**config.mk**
```make
export PLATFORM = sky130hd
export DESIGN_NAME = pulse_burst_scheduler_flat
export DESIGN_NICKNAME = d
export VERILOG_FILES = /design/src/rtl/pulse_burst_scheduler_pkg.sv /design/src/rtl/pulse_burst_scheduler_if.sv /design/src/rtl/pulse_burst_scheduler_trig_edge_detect.sv /design/src/rtl/pulse_burst_scheduler.sv /design/src/flat_wrapper.sv
export SDC_FILE = /design/constraint.sdc
export NUM_CORES = 1
export LEC_CHECK = 0
export ABC_AREA = 1
export CAP_MARGIN = 0
export CORE_MARGIN = 2
export CORE_UTILIZATION = 30
export CTS_CLUSTER_SIZE = 25
export DETAILED_ROUTE_END_ITERATION = 10
export PLACE_DENSITY = 0.53
export SYNTH_ARGS = -nofsm -noshare
export SYNTH_HDL_FRONTEND = slang
export SYNTH_HIERARCHICAL = 1
export SYNTH_SLANG_ARGS = --single-unit
```
**constraint.sdc**
```tcl
create_clock -name clk -period 2.12 [get_ports clk]
set_input_delay 0.212 -clock clk [delete_from_list [all_inputs] [get_ports clk]]
set_output_delay 0.212 -clock clk [all_outputs]
set_load 0.005 [all_outputs]
```
**src/rtl/pulse_burst_scheduler_pkg.sv**
```systemverilog
// Shared types and default widths for the pulse burst scheduler.
package pulse_burst_pkg;

  localparam int DEF_CNT_WIDTH  = 32;
  localparam int DEF_MISS_WIDTH = 16;

  typedef enum logic [1:0] {
    IDLE,
    DELAY,
    EMIT,
    GAP
  } state_e;

endpackage

```
**src/rtl/pulse_burst_scheduler_if.sv**
```systemverilog
// Trigger/config inputs and strobe/status outputs of the burst scheduler.
interface pulse_burst_scheduler_if
  import pulse_burst_pkg::*;
#(
  parameter int CNT_WIDTH  = DEF_CNT_WIDTH,
  parameter int MISS_WIDTH = DEF_MISS_WIDTH
);

  logic                  enable;
  logic                  trig;
  logic [CNT_WIDTH-1:0]  delay;
  logic [CNT_WIDTH-1:0]  period;
  logic [CNT_WIDTH-1:0]  count;
  logic                  pulse;
  logic                  busy;
  logic                  done;
  logic [MISS_WIDTH-1:0] miss_count;

  modport master (
    output enable, trig, delay, period, count,
    input  pulse, busy, done, miss_count
  );

  modport slave (
    input  enable, trig, delay, period, count,
    output pulse, busy, done, miss_count
  );

endinterface

```
**src/rtl/pulse_burst_scheduler_trig_edge_detect.sv**
```systemverilog
// Rising-edge detector on the level trigger; edge strobe is combinational from trig.
module trig_edge_detect (
  input  logic clk,
  input  logic resetn,
  input  logic i_trig,
  output logic o_edge
);

  logic r_trig_prev;

  // NOTE: resets high so a trigger held high through reset is not seen as an edge.
  always_ff @(posedge clk) begin
    if (!resetn) r_trig_prev <= 1'b1;
    else         r_trig_prev <= i_trig;
  end

  assign o_edge = i_trig & ~r_trig_prev;

endmodule

```
**src/rtl/pulse_burst_scheduler.sv**
```systemverilog
// Turns one trigger edge into a delayed burst of evenly spaced single-cycle pulses,
// counting triggers that arrive while a burst is running.
module pulse_burst_scheduler
  import pulse_burst_pkg::*;
#(
  parameter int CNT_WIDTH  = DEF_CNT_WIDTH,
  parameter int MISS_WIDTH = DEF_MISS_WIDTH
) (
  input logic                    clk,
  input logic                    resetn,
  pulse_burst_scheduler_if.slave bus
);

  localparam logic [CNT_WIDTH-1:0] ONE = CNT_WIDTH'(1);
  localparam logic [CNT_WIDTH-1:0] TWO = CNT_WIDTH'(2);

  state_e                r_state;
  logic [CNT_WIDTH-1:0]  r_period;
  logic [CNT_WIDTH-1:0]  r_remain;
  logic [CNT_WIDTH-1:0]  r_timer;
  logic                  r_pulse;
  logic                  r_busy;
  logic                  r_done;
  logic [MISS_WIDTH-1:0] r_miss;

  logic                  w_edge;
  logic [CNT_WIDTH-1:0]  w_period_eff;

  trig_edge_detect u_edge (
    .clk    (clk),
    .resetn (resetn),
    .i_trig (bus.trig),
    .o_edge (w_edge)
  );

  assign w_period_eff = (bus.period == '0) ? ONE : bus.period;

  // NOTE: all state uses non-blocking assignments so every branch reads pre-edge values.
  always_ff @(posedge clk) begin
    if (!resetn) begin
      r_state  <= IDLE;
      r_period <= '0;
      r_remain <= '0;
      r_timer  <= '0;
      r_pulse  <= 1'b0;
      r_busy   <= 1'b0;
      r_done   <= 1'b0;
      r_miss   <= '0;
    end else begin
      r_pulse <= 1'b0;
      r_done  <= 1'b0;

      if (w_edge && (r_state != IDLE) && !(&r_miss))
        r_miss <= r_miss + MISS_WIDTH'(1);

      // Abort wins over everything, including the completing pulse's done.
      if ((r_state != IDLE) && !bus.enable) begin
        r_state <= IDLE;
        r_busy  <= 1'b0;
      end else begin
        unique case (r_state)
          IDLE: begin
            if (w_edge && bus.enable && (bus.count != '0)) begin
              r_period <= w_period_eff;
              r_remain <= bus.count;
              r_busy   <= 1'b1;
              if (bus.delay != '0) begin
                r_state <= DELAY;
                r_timer <= bus.delay - ONE;
              end else begin
                r_state <= EMIT;
                r_pulse <= 1'b1;
              end
            end
          end
          DELAY: begin
            if (r_timer == '0) begin
              r_state <= EMIT;
              r_pulse <= 1'b1;
            end else begin
              r_timer <= r_timer - ONE;
            end
          end
          EMIT: begin
            r_remain <= r_remain - ONE;
            if (r_remain == ONE) begin
              r_state <= IDLE;
              r_busy  <= 1'b0;
              r_done  <= 1'b1;
            end else if (r_period == ONE) begin
              r_pulse <= 1'b1;
            end else begin
              r_state <= GAP;
              r_timer <= r_period - TWO;
            end
          end
          GAP: begin
            if (r_timer == '0) begin
              r_state <= EMIT;
              r_pulse <= 1'b1;
            end else begin
              r_timer <= r_timer - ONE;
            end
          end
          default: r_state <= IDLE;
        endcase
      end
    end
  end

  assign bus.pulse      = r_pulse;
  assign bus.busy       = r_busy;
  assign bus.done       = r_done;
  assign bus.miss_count = r_miss;

endmodule

```
**src/flat_wrapper.sv**
```systemverilog
// flat-port wrapper written by rule: the top's interface ports become plain ports
module pulse_burst_scheduler_flat import pulse_burst_pkg::*;
#(
  parameter int CNT_WIDTH  = DEF_CNT_WIDTH,
  parameter int MISS_WIDTH = DEF_MISS_WIDTH
)
  (clk, resetn, bus_enable, bus_trig, bus_delay, bus_period, bus_count, bus_pulse, bus_busy, bus_done, bus_miss_count);
  pulse_burst_scheduler_if #(.CNT_WIDTH(CNT_WIDTH), .MISS_WIDTH(MISS_WIDTH)) bus_i ();
  input logic clk;
  input logic resetn;
  input wire logic [$bits(bus_i.enable)-1:0] bus_enable;
  input wire logic [$bits(bus_i.trig)-1:0] bus_trig;
  input wire logic [$bits(bus_i.delay)-1:0] bus_delay;
  input wire logic [$bits(bus_i.period)-1:0] bus_period;
  input wire logic [$bits(bus_i.count)-1:0] bus_count;
  output wire logic [$bits(bus_i.pulse)-1:0] bus_pulse;
  output wire logic [$bits(bus_i.busy)-1:0] bus_busy;
  output wire logic [$bits(bus_i.done)-1:0] bus_done;
  output wire logic [$bits(bus_i.miss_count)-1:0] bus_miss_count;
  assign bus_i.enable = bus_enable;
  assign bus_i.trig = bus_trig;
  assign bus_i.delay = bus_delay;
  assign bus_i.period = bus_period;
  assign bus_i.count = bus_count;
  assign bus_pulse = bus_i.pulse;
  assign bus_busy = bus_i.busy;
  assign bus_done = bus_i.done;
  assign bus_miss_count = bus_i.miss_count;
  pulse_burst_scheduler #(.CNT_WIDTH(CNT_WIDTH), .MISS_WIDTH(MISS_WIDTH)) u_core (.clk(clk), .resetn(resetn), .bus(bus_i));
endmodule
```
==> run metrics <==
outcome finished, final reports clean; endpoint class of the critical path flop; Setup TNS Final 0 ns; routed length per instance 14.8 microns; Cells after Synth 1598; H-tree levels 4; min-delay worst type in2reg; PortBufs 118; CTS tree done; Relative slew margins 61.1%; placed insts 2197; GP Congestion 0.938; post-layout minimum cycle time 1.98 ns; initial antenna violation count 0; final hold slack 0.289 ns; 1st-pass router iterations 7; Worst-path clk slew 0.07 ns; Worst Path Arrival 2.27 ns; FMAX 506 MHz; Max FO, Critical Path 42; Diodes inserted 0; register area 0.00237 sq mm; area of the core 0.0289 sq mm; Post-route DRC 0; Setup Skew 0.0139 ns; Final period util 93.3%; Sinks on Clock Net 118; Initial Utilization 30.6%; Pins Over Slew Limit 0; commonest non-fill, non-tap cell in the layout nand2_1; Worst EP required 2.41 ns; area grow syn2layout 38.2%; most frequent cells in the layout 468 x nand2_1, 289 x nor2_1, 170 x inv_1; Post-synth EDFFs 0; final wirelength 33000 microns; endpoints failing hold 0; share of layout cells above drive strength 1 13.1%; sequential cell area fraction in the yosys report 26.7%; worst slew pin tran 0.583 ns; multi-input logic area 0.00568 sq mm; Root Driver clkbuf_16; post-layout util 42.3%; RSZ-0062 raised after global routing yes; largest net degree at the start of global routing 51; total vias in the final route 10600; top_reg_cell synth dfxtp_1; # Post-CTS Setup Buffers 0; DIE WIDTH 176 microns; Site Rows 62; post-synth net total 1703; Synth async-reset ratio 0%; PD cells 997 mW/mm^2; HPWL after detailed placement 26100 microns; Nets 1937; Max clock buf depth 2; CP Class reg2reg; Avg Cell Area, Syn 5.53 sq um; Max Cap Viol 0; Routed Antenna Nets 0; Peak VDD IR 0.488 mV; Clk Latency, worst-skew pair 0.42 ns; total grt overflow 0; global-route wire length before repair 52800 microns; unique cell type count in the Yosys netlist 37; Static Leak 5.71 nW; Num CTS Buffers 17; DR vias/cell 4.75; GRT Overall Usage 21.5%; num ports 119; synth warn 6; Layout fillers 3173; Non-Filler Instances 2229; Finish-stage setup viols 0; Die H 176 microns; die area 0.0308 sq mm; Yosys reg bits 118; crit start category flop; vias in the first global route 9951; 1st-iter DRT viols 781; Post-Syn Area 0.00883 sq mm
worst max-delay path: stages (launching register included):
cell      delay (ns)
dfxtp_4         0.38
buf_4           0.17
nor2_1          0.32
inv_1           0.14
nor2_1          0.18
clkinv_1        0.13
buf_12          0.19
o21ai_0         0.29
a21oi_1         0.06
cells by family (layout without fill, tap and decap cells):
logic type	count (synthesis)	after routing	share of synthesized area (%)
flip-flops	118	118	26.7
adder cells (fa/ha/maj)	5	5	0.708
multiplexers	2	2	0.227
XOR/XNOR	28	28	2.78
buffers and inverters	228	475	10.2
AND/OR/NAND/NOR	977	977	45.2
AO/OA/AOI/OAI	240	240	14.1
area by class of cell:
| type | count | share of cell area (%) |
|---|---|---|
| multi-input combinational | 1252 | 46.5 |
| timing repair buffer | 269 | 20.1 |
| sequential | 118 | 19.4 |
| inverter | 174 | 5.37 |
| tap | 384 | 3.94 |
| clock buffer | 17 | 3.49 |
| clock inverter | 15 | 1.20 |
metrics by stage:
stage	cell area, sq um	setup WS (ns)	power [mW]
5_1_grt	12200	-0.0266	13.2
4_1_cts	12100	0.0412	12.0
2_1_floorplan	8830	0.323	6.93
3_3_place_gp	11500	-0.368	9.12
3_5_place_dp	11500	-0.336	9.13
6_report	12200	0.142	12.2
power by group:
group          leakage (nW)  internal [mW]  switching (mW)
Combinational          4.47           2.39            3.90
Sequential            0.965           2.65           0.394
Clock                 0.281           1.64            1.20
Total                  5.71           6.68            5.49
Yosys cell counts (3+ instances only):
master	count	area, sq um
nand3b_1	4	30.0
clkbuf_1	32	120
nor4_1	12	75.1
nor2_1	309	1160
inv_1	171	642
nand3_1	120	601
buf_2	9	45.0
nand2_1	475	1780
xnor2_1	8	70.1
and2_0	3	18.8
o21ai_1	6	30.0
nor3_1	16	80.1
o21ai_0	108	541
ha_1	5	62.6
buf_4	5	37.5
nand2_2	4	25.0
nor2_2	12	75.1
nand4_1	13	81.3
a211oi_1	4	30.0
xor2_1	20	175
o21bai_1	4	30.0
buf_1	6	22.5
a31oi_1	4	25.0
a21oi_1	108	541
dfxtp_1	118	2360
or2_2	4	25.0
metal layers:
layer	GRT usage (%)	share of wire (%)	vias up
li1	-	-	5556
met4	4.92	1.5	0
met2	31.0	40	298
met5	0	0	-
met1	32.5	52	4712
met3	4.07	6.7	31
worst paths after layout:
path / slack, ns / end / cells after the start / from
worst max-delay path: 0.14 / u_core/r_period[10] / 8 / u_core/r_state[0]
worst min-delay path: 0.29 / u_core/bus.miss_count[0] / 3 / resetn
worst max register to register: 0.14 / u_core/r_period[10] / 8 / u_core/r_state[0]
worst min register to register: 0.47 / u_core/bus.busy / 2 / u_core/bus.busy
registers in the layout (all words and copies together) (netlist names):
signal                     flops
u_core/r_period               32
u_core/r_remain               32
u_core/r_timer                32
u_core/bus.miss_count         16
u_core/r_state                 2
u_core/bus.busy                1
u_core/bus.done                1
u_core/bus.pulse               1
u_core/u_edge/r_trig_prev      1
repair_timing:
item                       in CTS  in global routing
resized for setup               1                 41
hold buffers                    0                  0
cloned                          0                  0
setup endpoints to repair       1                 35
pin swaps                       0                  1
No activity file was read; power rests on OpenSTA's default activity.
